`src/rtl/vga_pkg.sv`:
```
// Shared FSM state encoding and default sizing for the data_interp upsampler.
package vga_pkg;

  localparam int DEF_DATA_W = 12;
  localparam int DEF_UP     = 3;
  localparam int DEF_MAX_IN = 256;

  typedef enum logic [2:0] {
    ST_IDLE  = 3'd0,
    ST_FETCH = 3'd1,
    ST_DIV   = 3'd2,
    ST_EMIT  = 3'd3,
    ST_HOLD  = 3'd4
  } state_t;

endpackage

```
`src/rtl/data_interp_seq_div_u.sv`:
```
// Unsigned restoring divider by a constant: one quotient bit per cycle, W cycles
// after start, then a one-cycle done pulse. quot/rem hold until the next start.
module seq_div_u #(
  parameter int W       = 12,
  parameter int DIVISOR = 3
) (
  input  logic         clk,
  input  logic         rst_n,
  input  logic         start,
  input  logic [W-1:0] dividend,
  output logic         done,
  output logic [W-1:0] quot,
  output logic [W-1:0] rem
);

  localparam int CW = $clog2(W + 1);
  localparam logic [W-1:0] DIV_W = W'(DIVISOR);

  logic          busy;
  logic [CW-1:0] cnt;
  logic [W-1:0]  rem_sh;

  // quot doubles as the dividend shift register during the iteration
  assign rem_sh = {rem[W-2:0], quot[W-1]};

  always_ff @(posedge clk or negedge rst_n) begin
    if (!rst_n) begin
      busy <= 1'b0;
      done <= 1'b0;
      cnt  <= '0;
      quot <= '0;
      rem  <= '0;
    end else begin
      done <= 1'b0;
      if (start) begin
        quot <= dividend;
        rem  <= '0;
        cnt  <= CW'(W);
        busy <= 1'b1;
      end else if (busy) begin
        if (rem_sh >= DIV_W) begin
          rem  <= rem_sh - DIV_W;
          quot <= {quot[W-2:0], 1'b1};
        end else begin
          rem  <= rem_sh;
          quot <= {quot[W-2:0], 1'b0};
        end
        cnt <= cnt - CW'(1);
        if (cnt == CW'(1)) begin
          busy <= 1'b0;
          done <= 1'b1;
        end
      end
    end
  end

endmodule

```
`src/rtl/data_interp.sv`:
```
// Stream upsampler: UP outputs per input, linear interpolation between neighbours.
// Optional DATA_INTERP_HOLD_EN adds a per-sample sample-and-hold mode (hold_mode).
module data_interp
  import vga_pkg::*;
#(
  parameter int DATA_W = DEF_DATA_W,
  parameter int UP     = DEF_UP,
  parameter int MAX_IN = DEF_MAX_IN
) (
  input  logic                          clk,
  input  logic                          rst_n,
  input  logic [DATA_W-1:0]             in_data,
  input  logic                          in_valid,
  input  logic                          in_last,
  output logic                          in_ready,
  output logic [DATA_W-1:0]             out_data,
  output logic                          out_valid,
  output logic                          out_last,
  input  logic                          out_ready,
  output logic [$clog2(MAX_IN*UP)-1:0]  out_idx,
  input  logic                          hold_mode
);

  localparam int IW = $clog2(MAX_IN * UP);
  localparam int KW = $clog2(UP + 1);
  localparam int CW = $clog2(MAX_IN + 1);
  localparam logic [KW-1:0]     K_LAST   = KW'(UP - 1);
  localparam logic [CW-1:0]     CNT_LAST = CW'(MAX_IN - 1);
  localparam logic [DATA_W-1:0] UP_W     = DATA_W'(UP);

  state_t              state;
  logic [DATA_W-1:0]   a, b, acc, e;
  logic                b_last, neg;
  logic [KW-1:0]       k;
  logic [CW-1:0]       in_cnt;
  logic [DATA_W-1:0]   q, r, step_q, step_r;
  logic [DATA_W-1:0]   e_sum, e_next, acc_next, mag;
  logic [DATA_W:0]     diff;
  logic                div_done, div_start, carry;
  logic                in_hs, out_hs, last_eff, hold_skip;

  assign in_ready  = rst_n && (state == ST_IDLE || state == ST_FETCH);
  assign out_valid = (state == ST_EMIT) || (state == ST_HOLD);
  assign out_last  = (state == ST_HOLD) && (k == K_LAST);
  assign in_hs     = in_valid && in_ready;
  assign out_hs    = out_valid && out_ready;
  assign last_eff  = in_last || (in_cnt == CNT_LAST);

  assign diff = {1'b0, in_data} - {1'b0, a};
  assign mag  = diff[DATA_W] ? (~diff[DATA_W-1:0] + DATA_W'(1)) : diff[DATA_W-1:0];

`ifdef DATA_INTERP_HOLD_EN
  logic flat;
  assign hold_skip = hold_mode;
  assign step_q    = flat ? '0 : q;
  assign step_r    = flat ? '0 : r;

  always_ff @(posedge clk or negedge rst_n) begin
    if (!rst_n) flat <= 1'b0;
    else if (state == ST_FETCH && in_hs) flat <= hold_mode;
  end
`else
  logic unused_hold;
  assign unused_hold = hold_mode;
  assign hold_skip   = 1'b0;
  assign step_q      = q;
  assign step_r      = r;
`endif

  assign div_start = (state == ST_FETCH) && in_hs && !hold_skip;

  seq_div_u #(.W(DATA_W), .DIVISOR(UP)) u_div (
    .clk      (clk),
    .rst_n    (rst_n),
    .start    (div_start),
    .dividend (mag),
    .done     (div_done),
    .quot     (q),
    .rem      (r)
  );

  // acc = q*k + floor(r*k/UP), e = r*k mod UP, so acc tracks floor(|B-A|*k/UP)
  assign e_sum    = e + step_r;
  assign carry    = (e_sum >= UP_W);
  assign e_next   = carry ? (e_sum - UP_W) : e_sum;
  assign acc_next = acc + step_q + {{(DATA_W-1){1'b0}}, carry};

  always_comb begin
    out_data = '0;
    case (state)
      ST_EMIT: out_data = neg ? (a - acc) : (a + acc);
      ST_HOLD: out_data = a;
      default: out_data = '0;
    endcase
  end

  always_ff @(posedge clk or negedge rst_n) begin
    if (!rst_n) begin
      state  <= ST_IDLE;
      a      <= '0;
      b      <= '0;
      b_last <= 1'b0;
      neg    <= 1'b0;
      acc    <= '0;
      e      <= '0;
      k      <= '0;
      in_cnt <= '0;
    end else begin
      case (state)
        ST_IDLE: if (in_hs) begin
          a      <= in_data;
          k      <= '0;
          in_cnt <= CW'(1);
          state  <= last_eff ? ST_HOLD : ST_FETCH;
        end
        ST_FETCH: if (in_hs) begin
          b      <= in_data;
          b_last <= last_eff;
          neg    <= diff[DATA_W];
          in_cnt <= in_cnt + CW'(1);
          acc    <= '0;
          e      <= '0;
          k      <= '0;
          state  <= hold_skip ? ST_EMIT : ST_DIV;
        end
        ST_DIV: if (div_done) state <= ST_EMIT;
        ST_EMIT: if (out_hs) begin
          if (k == K_LAST) begin
            a     <= b;
            k     <= '0;
            acc   <= '0;
            e     <= '0;
            state <= b_last ? ST_HOLD : ST_FETCH;
          end else begin
            k   <= k + KW'(1);
            acc <= acc_next;
            e   <= e_next;
          end
        end
        ST_HOLD: if (out_hs) begin
          if (k == K_LAST) begin
            k      <= '0;
            in_cnt <= '0;
            state  <= ST_IDLE;
          end else begin
            k <= k + KW'(1);
          end
        end
        default: state <= ST_IDLE;
      endcase
    end
  end

  always_ff @(posedge clk or negedge rst_n) begin
    if (!rst_n) out_idx <= '0;
    else if (out_hs) out_idx <= out_last ? '0 : out_idx + IW'(1);
  end

endmodule

```
`config.mk`:
```
export PLATFORM = sky130hd
export DESIGN_NAME = data_interp
export DESIGN_NICKNAME = d
export VERILOG_FILES = /design/src/rtl/vga_pkg.sv /design/src/rtl/data_interp_seq_div_u.sv /design/src/rtl/data_interp.sv
export SDC_FILE = /design/constraint.sdc
export NUM_CORES = 1
export LEC_CHECK = 0
export ABC_AREA = 1
export ABC_CLOCK_PERIOD_IN_PS = 9800
export BUFFER_PORTS_ARGS = -buffer_cell sky130_fd_sc_hd__clkbuf_2
export CAP_MARGIN = 20
export CORE_ASPECT_RATIO = 1.4
export CORE_MARGIN = 3
export CORE_UTILIZATION = 35
export DETAILED_ROUTE_END_ITERATION = 7
export MAX_ROUTING_LAYER = met4
export PLACE_DENSITY_LB_ADDON = 0.1
export SLEW_MARGIN = 20
export SYNTH_ARGS = -nofsm -noshare
export SYNTH_HDL_FRONTEND = slang
export SYNTH_HIERARCHICAL = 1
export SYNTH_SLANG_ARGS = --single-unit
```
`constraint.sdc`:
```
create_clock -name clk -period 9.8 [get_ports clk]
set_input_delay 1.96 -clock clk [delete_from_list [all_inputs] [get_ports clk]]
set_output_delay 1.96 -clock clk [all_outputs]
set_load 0.02 [all_outputs]
```
## Yosys cells after proc, flatten, opt, wreduce, memory -nomap -nowiden

Index checks and enable logic that the tools add are counted.

- $mul: 0
- Mux-type cells: 49
- Shift operators: 0
- Equality and inequality tests: 16
- Reductions and logical operators: 22
- Divide/modulo/power cells: 0
- $lt $le $gt $ge: 2
- Bitwise logic cells: 1
- Add/sub/neg operators: 13

Operator list:

| cell | count |
|---|---|
| $mux W12 | 16 |
| $pmux W12 S2 | 4 |
| $add A12 B12 Y12 | 3 |
| $mux W9 | 4 |
| $mux W3 | 9 |
| $pmux W9 S3 | 1 |
| $ge A12 B2 Y1 const B | 2 |
| $sub A12 B2 Y12 const B | 2 |
| $pmux W3 S5 | 1 |
| $sub A12 B12 Y13 | 1 |
| $add A12 B1 Y12 | 1 |
| $add A12 B1 Y12 const B | 1 |
| $not A12 Y12 | 1 |
| $sub A12 B12 Y12 | 1 |
| $add A10 B1 Y10 const B | 1 |
| $mux W10 | 1 |
| $ne A2 B1 Y1 const B | 5 |
| $add A9 B1 Y9 const B | 1 |
| $eq A9 B8 Y1 const B | 1 |
| $mux W4 | 2 |
| $ne A2 B2 Y1 const B | 4 |
| $reduce_bool A2 Y1 | 4 |
| $mux W1 | 7 |
| $reduce_and A7 Y1 | 1 |
| 18 further kinds | 29 |

- Memory bits (writable): 0
- Flip-flop bits (word level): 104
- Memories kept: 0
- Latch bits: 0
- Output and inout bits: 25
- ROM bits: 0
- Input port bits: 18

## Logic depth before layout (Yosys ltp)

Gate-level depths: netlist of run 1.

- Word-level depth: 6
- Gate-level depth with buffers: 21

## By module

The synthesis of run 1 kept the hierarchy.

Modules (own cells, without submodules):

| module | times used | area an instance (µm²) | cells each |
|---|---|---|---|
| data_interp | 1 | 6444.9 | 945 |
| seq_div_u | 1 | 1591.5 | 200 |

## Least setup slack after synthesis of run 1

Ideal clock, no wire load.

- Path type: register -> output
- From: reg acc[1]
- To: out out_data[11]
- Setup slack: 5433 ps
- Stages on the path, launching flop included: 17
- Arrival time: 2407 ps
- Path buffers: 0
- Cells stage by stage: dfrtp_1 > inv_1 > ha_1 > nand2_1 > nor2_1 > a21oi_1 > xor2_1 > inv_1 > ha_1 > a21oi_1 > a21boi_0 > nand3_1 > nand2_1 > nand2_1 > nand3_1 > nand2_1 > o22ai_1

- Cells in the longest elaborated chain, start to end: 3

RTL lines:

| what | line | text |
|---|---|---|
| from (decl) | data_interp.sv:32 | `logic [DATA_W-1:0] a, b, acc, e;` |
| from (signal assigned) | data_interp.sv:136 | `acc <= acc_next;` |
| $add A12 B12 Y12 or $sub A12 B12 Y12 (tied branches) | data_interp.sv:91 | `ST_EMIT: out_data = neg ? (a - acc) : (a + acc);` |
| $mux W12 (*) | data_interp.sv:91 |  |
| $pmux W12 S2 (*) | data_interp.sv:90 | `case (state)` |
| to (decl) | data_interp.sv:16 | `output logic [DATA_W-1:0] out_data,` |

Mark *: on every way between the ends. The rest lies on a longest branch, timed or not.

## Final worst setup path of run 1

- From: reg acc[3]
- To: out out_data[11]

The elaborated chain is that of the path after synthesis.

==> results_dict.tcl, run 1 <==
set metrics [dict create \
    min_period_over_period_pct 53.3 \
    run_status "finished, final reports clean" \
    slew_headroom_pct 32.4 \
    final-hold-violation-count 0 \
    initial_utilization_pct 35.7 \
    critical_path_required_ns 7.84 \
    postRouteAntennaNets 0 \
    firstDrtPassIters 6 \
    wire_per_inst_um 14.9 \
    leakage_nw 4.47 \
    hold_buffers 0 \
    ys_seq_area_share_pct 32.4 \
    htree_levels 3 \
    die_x_um 134 \
    synth_cell_type_count 49 \
    vias_per_cell 4.92 \
    final_common_cell "nand2_1" \
    power_w 0.00347 \
    fin_crit_ns 5.22 \
    grt_util_all_layers_pct 19.0 \
    crit_fanout 5 \
    critical_path.reg2reg.endpoint "acc[9]$_DFFE_PN0P_" \
    min_from "e[9]$_DFFE_PN0P_" \
    arrival_ns 3.26 \
    grt_pass1_wl_mm 36.7 \
    setup.worst_path.start_class "flop" \
    num_rows 65 \
    r2r_start "u_div/rem[0]$_DFFE_PN0P_" \
    final_nets 1253 \
    io-pin-count 43 \
    irDropWorstVdd_mv 0.188 \
    gp_congestion 0.861 \
    powerDensity_nw_per_um2 392 \
    post-cts-setup-buffers 0 \
    grt_setup_unrepaired "false" \
    setup_viol 0 \
    synth_top_cell_by_area "dfrtp_1" \
    max_freq_mhz 191 \
    cts.clk_slew.worst_paths_ns 0.08 \
    grt_pass1_vias 7413 \
    drc 0 \
    core_area_um2 22500 \
    hp-class "flop to flop" \
    endpoint_kind "output pin" \
    tightest_slew_ns 1.01 \
    hold_path_end "e[9]$_DFFE_PN0P_" \
    synth_ff_type "dfrtp_1" \
    synth-warning-count 6 \
    numClockSinks 104 \
    antenna_found_initial 0 \
    crit_type "flop to output pin" \
    cap_violations 0 \
    gr-total-overflow 0 \
    r2r_cells 17 \
    die-area_um2 24800 \
    synth_top_area_share_pct 32.4 \
    antennaDiodeCount 0 \
    synth_edf_count 0 \
    fin_skew_ns 0.0148 \
    cts_root_buf "clkbuf_16" \
    drtIter0Drc 402 \
    synth_area_per_cell_um2 7.02 \
    final_core_util_pct 39.3 \
    syn-num-nets 1221 \
    vias 7294 \
    grt_start_max_net_pins 56 \
    drv_slew 0 \
    drive_above_1_share_pct 8.38 \
    area_growth_syn_to_layout_pct 10.1 \
    mostFrequentLayoutCells "nand2_1 (297), inv_1 (178), dfrtp_1 (104)" \
    chipHeight_um 185 \
    fin_cells 1483 \
    tns_ns 0 \
    syn_inst 1145 \
    yosys-top-cells-area "dfrtp_1 (32%), nand2_1 (14%), inv_1 (8.3%)" \
    r2r_slack_ns 5.83 \
    dp_hpwl_mm 17.3 \
    async_reset_ff_share_pct 100 \
    dp.cells 1467 \
    synth_seq_cells 104 \
    syn_area_um2 8040 \
    cts_resized 0 \
    drt-total-wl_mm 22.0 \
    hold_depth 2 \
    port_buffers 41 \
    cts_tree "built" \
    clock_latency_ns 0.36 \
    cts_made_buffers 9 \
    cts_buffer_depth 2 \
]
kinds of logic after synthesis:
kind of cell,count (synthesis),share of synthesized area [%]
multiplexers,1,0.140
buffers and inverters,210,10.2
AO/OA/AOI/OAI,218,15.6
adder cells (fa/ha/maj),58,9.50
flip-flops,104,32.4
XOR/XNOR,43,4.69
AND/OR/NAND/NOR,511,27.5
cell type report:
| cell class | instances | area (µm²) |
|---|---|---|
| clock buffers | 9 | 225 |
| clock inverters | 7 | 77.6 |
| fillers | 2434 | 13700 |
| inverters | 186 | 698 |
| multi-input cells | 831 | 4630 |
| flip-flops and latches | 104 | 2600 |
| well taps | 301 | 377 |
| repair buffers | 45 | 238 |
worst max path at each step:
stage / start / endpoint / depth (start not counted)
after detailed placement: rst_n / e[3]$_DFFE_PN0P_ / 12
after global routing: acc[3]$_DFFE_PN0P_ / out_data[11] / 18
after floorplan: acc[1]$_DFFE_PN0P_ / out_data[11] / 16
after CTS: acc[3]$_DFFE_PN0P_ / out_data[11] / 18
after global placement: rst_n / acc[7]$_DFFE_PN0P_ / 13
final: acc[3]$_DFFE_PN0P_ / out_data[11] / 18
worst max-delay path: stages, from the launching register on:
cell      delay, ns
dfrtp_1        0.42
nor2_1         0.18
nand2_1        0.09
nor2_1         0.12
nand2_1        0.08
nor2_1         0.13
a21oi_1        0.09
xor2_1         0.19
inv_1          0.08
ha_1           0.34
a21oi_1        0.14
a21boi_0       0.19
nand3_1        0.16
nand2_1        0.09
nand2_1        0.07
nand3_1        0.07
nand2_1        0.05
o22ai_1        0.18
clkbuf_2       0.21
metrics by stage:
| step | hold slack [ns] | instance area (µm²) | worst slack, ns |
|---|---|---|---|
| floorplan | 0.452 | 8040 | 5.43 |
| global placement | 0.473 | 8550 | 4.96 |
| detailed placement | 0.476 | 8550 | 4.96 |
| CTS | 0.497 | 8850 | 4.56 |
| global route | 0.509 | 8850 | 4.27 |
| finish | 0.493 | 8850 | 4.58 |
synth_stat cells, types with 8 or more instances:
cell,number
nand2_1,297
inv_1,178
dfrtp_1,104
o21ai_0,85
nor2_1,84
nand3_1,66
a21oi_1,57
ha_1,53
xor2_1,38
o22ai_1,18
o211ai_1,16
nand4_1,13
clkbuf_1,11
nor3_1,11
nand2_2,8
registers in the layout, summed over array words and instances (netlist names):
name        cells
a              12
acc            12
b              12
b_last          1
e              12
in_cnt          9
k               2
neg             1
out_idx        10
state           3
u_div/busy      1
u_div/cnt       4
u_div/done      1
u_div/quot     12
u_div/rem      12
layer usage:
metal,vias to the layer above,track usage (%),part of all wire [%]
li1,3790,-,-
met1,3377,20.8,42
met2,91,35.4,53
met3,36,1.98,1.8
met4,0,7.13,3.0
met5,-,-,0
report_power, final:
part / switching, W / total, W / internal [W]
Clock: 0.000183 / 0.000385 / 0.000202
Combinational: 0.00153 / 0.00234 / 0.000811
Sequential: 0.000148 / 0.000749 / 0.000601
Total: 0.00186 / 0.00347 / 0.00161
No activity file was read; power rests on OpenSTA's default activity.
==> inputs of run 2 (changes only) <==
Settings changed: ABC_CLOCK_PERIOD_IN_PS 9800 to 4800.
Clock period 9.8 ns to 4.8 ns, I/O delays scaled along.
==> results_dict.tcl, run 2 (synthesis gave the netlist of run 1 again) <==
set metrics [dict create \
    cts_made_buffers 9 \
    dp_hpwl_mm 17.1 \
    cts.clk_slew.worst_paths_ns 0.08 \
    grt_pass1_wl_mm 36.1 \
    drc 0 \
    final_nets 1252 \
    gr-total-overflow 0 \
    wire_per_inst_um 14.8 \
    cp_cell_sequence "inv_1 -> ha_1 -> nand2_1 -> nor2_1 -> a21oi_1 -> xor2_1 -> inv_1 -> ha_1 -> a21oi_1 -> a21boi_0 -> nand3_1 -> nand2_1 -> nand2_1 -> nand3_1 -> nand2_1 -> o22ai_1 -> clkbuf_2" \
    htree_levels 3 \
    mostFrequentLayoutCells "nand2_1 (297), inv_1 (178), dfrtp_1 (104)" \
    post_dp_cell_area_um2 8550 \
    crit_type "flop to output pin" \
    chipHeight_um 185 \
    post-cts-setup-buffers 0 \
    setup.worst_path.start_class "flop" \
    io-pin-count 43 \
    leakage_nw 4.47 \
    drt-total-wl_mm 21.9 \
    dp.cells 1466 \
    irDropWorstVdd_mv 0.369 \
    tightest_slew_ns 1.06 \
    vias 7349 \
    max_freq_mhz 237 \
    cts_buffer_depth 2 \
    crit_fanout 5 \
    critical_path_required_ns 3.84 \
    gp_congestion 0.856 \
    fin_skew_ns 0.0122 \
    fin_crit_ns 4.22 \
    crit_buf_inv 3 \
    grt_util_all_layers_pct 18.8 \
    port_buffers 41 \
    setup_viol 0 \
    slowest_stage "dfrtp_1" \
    drv_slew 0 \
    drtIter0Drc 342 \
    grt_pass1_vias 7315 \
    cp_common_cell "nand2_1" \
    slew_headroom_pct 29.6 \
    tns_ns 0 \
    die-area_um2 24800 \
    num_rows 65 \
    cts_root_buf "clkbuf_16" \
    fin_cells 1482 \
    numClockSinks 104 \
    cap_violations 0 \
    cts_tree "built" \
    core_area_um2 22500 \
    min_period_over_period_pct 87.8 \
    antenna_found_initial 0 \
    postRouteAntennaNets 0 \
    clock_latency_ns 0.37 \
    grt_setup_unrepaired "false" \
    antennaDiodeCount 0 \
    grt_start_max_net_pins 106 \
    die_x_um 134 \
    fill_cells 2477 \
    hold_buffers 0 \
    hp-class "flop to flop" \
    drive_above_1_share_pct 8.30 \
    firstDrtPassIters 4 \
    vias_per_cell 4.96 \
    endpoint_kind "output pin" \
    design_area_um2 8860 \
    arrival_ns 3.26 \
    cts_resized 0 \
    cp_top_family "simple AND/OR/NAND/NOR gates" \
    final_common_cell "nand2_1" \
    run_status "finished, final reports clean" \
    final-hold-violation-count 0 \
    area_growth_syn_to_layout_pct 10.3 \
    powerDensity_nw_per_um2 802 \
    initial_utilization_pct 35.7 \
    crit_path_max_incr_delay_ns 0.42 \
]
## run 2: changes by cell type in the layout (fill, tap and decap cells not counted)
cell	previous run	this run
buf_12	0	1
clkinv_2	2	0
clkinv_4	1	2
inv_6	2	3
buf_4	5	3
## run 2: area by class of cell
| class | count | area, µm² | share of cell area, % |
|---|---|---|---|
| clock inverters | 7 | 85.1 | 0.960 |
| inverters | 186 | 698 | 7.88 |
| clock buffers | 9 | 225 | 2.54 |
| multi-input cells | 831 | 4630 | 52.3 |
| well taps | 301 | 377 | 4.25 |
| flip-flops and latches | 104 | 2600 | 29.4 |
| repair buffers | 44 | 243 | 2.74 |
## run 2: final timing paths
| check | slack [ns] | to | from | cells past startpoint |
|---|---|---|---|---|
| max | 0.58 | out_data[11] | acc[1]$_DFFE_PN0P_ | 17 |
| max reg2reg | 0.93 | acc[9]$_DFFE_PN0P_ | u_div/rem[0]$_DFFE_PN0P_ | 17 |
| min | 0.49 | e[7]$_DFFE_PN0P_ | e[7]$_DFFE_PN0P_ | 2 |
| min in group asynchronous | 0.68 | e[10]$_DFFE_PN0P_ | rst_n | 2 |
| min reg2reg | 0.49 | e[7]$_DFFE_PN0P_ | e[7]$_DFFE_PN0P_ | 2 |
| max in group asynchronous | 3.61 | a[4]$_DFFE_PN0P_ | rst_n | 2 |
## run 2: tightest hold or removal path: cells and delay by family (launching register included)
| family | cells | cell delay [ns] |
|---|---|---|
| DFF | 1 | 0.35 |
| and+or+nand+nor | 2 | 0.12 |
## run 2: power breakdown
part / leakage [nW] / switching, W / internal, W
sequential: 1.34 / 0.000306 / 0.00123
clock: 0.153 / 0.000381 / 0.000417
combinational: 2.98 / 0.00312 / 0.00166
## run 2: routing by layer
metal | global-route usage (%) | share of wire [%] | wire (µm)
met5 | - | 0 | 0
met2 | 34.9 | 53 | 11700
met1 | 20.6 | 42 | 9150
met3 | 2.23 | 2.2 | 476
met4 | 7.01 | 2.7 | 600
## run 2: through the flow
step	total power [W]	setup slack [ns]	hold slack (ns)	utilization, %
final	0.00711	0.585	0.493	39.3
after global routing	0.00793	0.276	0.519	39.3
after CTS	0.00719	0.583	0.497	39.3
after detailed placement	0.00635	0.884	0.479	38.0
after global placement	0.00632	0.939	0.470	38.0
after floorplan	0.00517	1.43	0.452	-
==> inputs of run 3 (changes only) <==
Settings changed: BUFFER_PORTS_ARGS -buffer_cell sky130_fd_sc_hd__clkbuf_2 to not set, CORE_MARGIN 3 to 2, DONT_BUFFER_PORTS set to 1.
==> results_dict.tcl, run 3 (synthesis gave the netlist of run 1 again) <==
set metrics [dict create \
    final_nets 1211 \
    numClockSinks 104 \
    crit_type "flop to output pin" \
    power_frac_comb_pct 66.1 \
    fill_cells 2471 \
    core_area_um2 22500 \
    endpoint_kind "output pin" \
    powerDensity_nw_per_um2 810 \
    cp_common_cell "nand2_1" \
    die-area_um2 24200 \
    grt_setup_unrepaired "false" \
    drc 0 \
    drv_slew 0 \
    hp-class "primary input to async pin" \
    clock_latency_ns 0.38 \
    final-hold-violation-count 0 \
    vias 7117 \
    drt-total-wl_mm 21.5 \
    cp_top_family "simple AND/OR/NAND/NOR gates" \
    crit_buf_inv 1 \
    wire_per_inst_um 14.9 \
    final_common_cell "nand2_1" \
    htree_levels 3 \
    tightest_slew_ns 0.897 \
    final_core_util_pct 38.4 \
    critical_path_required_ns 3.84 \
    antennaDiodeCount 0 \
    grt_pass1_wl_mm 35.8 \
    max_freq_mhz 238 \
    power_switching_w 0.00376 \
    die_x_um 132 \
    fin_cells 1441 \
    slew_headroom_pct 40.2 \
    cts.clk_slew.worst_paths_ns 0.08 \
    setup.worst_path.start_class "flop" \
    port_buffers 0 \
    internal_power_w 0.00324 \
    leakage_nw 4.29 \
    postRouteAntennaNets 0 \
    gr-total-overflow 0 \
    run_status "finished, final reports clean" \
    setup_viol 0 \
    finalWorstSetupSlack_ns 0.601 \
    grt_util_all_layers_pct 19.2 \
    slowest_stage "dfrtp_1" \
    seq_power_share_pct 22.4 \
    cp_cell_sequence "nor2_1 -> nand2_1 -> nor2_1 -> nand2_1 -> nor2_1 -> a21oi_1 -> xor2_1 -> inv_1 -> ha_1 -> a21oi_1 -> a21boi_0 -> nand3_1 -> nand2_1 -> nand2_1 -> nand3_1 -> nand2_1 -> o22ai_1" \
    cap_violations 0 \
    dp_slack_ns 0.850 \
    dp.cells 1425 \
    mostFrequentLayoutCells "nand2_1 (297), inv_1 (178), dfrtp_1 (104)" \
    dp_hpwl_mm 16.8 \
    p_sw_share_pct 53.7 \
    initial_utilization_pct 35.7 \
    tns_ns 0 \
    fin_skew_ns 0.0132 \
    vias_per_cell 4.94 \
    crit_path_max_incr_delay_ns 0.41 \
    area_growth_syn_to_layout_pct 7.61 \
    drtIter0Drc 321 \
    cts_resized 0 \
    antenna_found_initial 0 \
    cts_made_buffers 9 \
    io-pin-count 43 \
    firstDrtPassIters 4 \
    crit_fanout 5 \
    arrival_ns 3.24 \
    post-cts-setup-buffers 0 \
    clkPwrFrac_pct 11.5 \
    min_period_over_period_pct 87.5 \
    fin_crit_ns 4.20 \
    irDropWorstVdd_mv 0.358 \
    drive_above_1_share_pct 5.00 \
    startpoint "acc[3]$_DFFE_PN0P_" \
    grt_pass1_vias 7180 \
    r2r_start "u_div/rem[0]$_DFFE_PN0P_" \
    hold_buffers 0 \
    num_rows 65 \
    chipHeight_um 183 \
    gp_congestion 0.919 \
    hold_ws_ns 0.269 \
    cts_tree "built" \
    cts_root_buf "clkbuf_16" \
    grt_start_max_net_pins 107 \
    cts_buffer_depth 2 \
]
## run 3: changes by cell type in the layout (fill, tap and decap cells not counted)
cell	before	now
buf_12	1	0
clkinvlp_4	0	1
a21oi_2	4	3
clkinv_4	2	0
clkinv_2	0	1
inv_6	3	2
clkbuf_2	40	0
clkbuf_8	0	1
a21oi_4	0	1
## run 3: power by group through the flow
| stage | Combinational (W) | Clock [W] | Sequential [W] |
|---|---|---|---|
| 2_1_floorplan | 0.00371 | 0 | 0.00146 |
| 3_3_place_gp | 0.00460 | 0 | 0.00159 |
| 3_5_place_dp | 0.00462 | 0 | 0.00159 |
| 4_1_cts | 0.00466 | 0.000837 | 0.00158 |
| 5_1_grt | 0.00529 | 0.000871 | 0.00162 |
| 6_report | 0.00463 | 0.000805 | 0.00157 |
## run 3: layout make-up
type                            count  area, µm²  share of cell area, %
Clock buffer                       10        239                   2.76
Inverter                          186        698                   8.07
Multi-Input combinational cell    831       4640                   53.6
Sequential cell                   104       2600                   30.1
Tap cell                          301        377                   4.35
Timing Repair Buffer                3       22.5                  0.260
Clock inverter                      6       71.3                  0.825
## run 3: worst register-to-register path, delay by kind of cell (launching register included)
| family | cells | cell delay, ns |
|---|---|---|
| DFF | 1 | 0.44 |
| buffers and inverters | 1 | 0.16 |
| and+or+nand+nor | 5 | 0.54 |
| AOI/OAI and AO/OA | 7 | 1.12 |
| adders and majority gates | 4 | 1.49 |
## run 3: per-stage QoR
step	area [µm²]	power [W]
global placement	8330	0.00619
global route	8650	0.00779
CTS	8640	0.00707
floorplan	8040	0.00517
detailed placement	8330	0.00622
finish	8650	0.00700
## run 3: layer usage
layer	routed length, µm	vias up	track usage [%]
met5	0	-	-
met4	659	0	7.78
met3	418	31	2.49
met2	11200	67	34.9
met1	9240	3308	21.1
li1	-	3711	-
## run 3: worst paths after layout
check	endpoint	slack, ns	depth (start not counted)
worst max-delay path	out_data[11]	0.60	17
max in group asynchronous	in_cnt[5]$_DFFE_PN0P_	4.31	0
min in group clk	in_cnt[8]$_DFFE_PN0P_	0.49	2
worst min register to register	in_cnt[8]$_DFFE_PN0P_	0.49	2
worst max register to register	acc[9]$_DFFE_PN0P_	0.93	17
worst min-delay path	b[7]$_DFFE_PN0P_	0.27	0
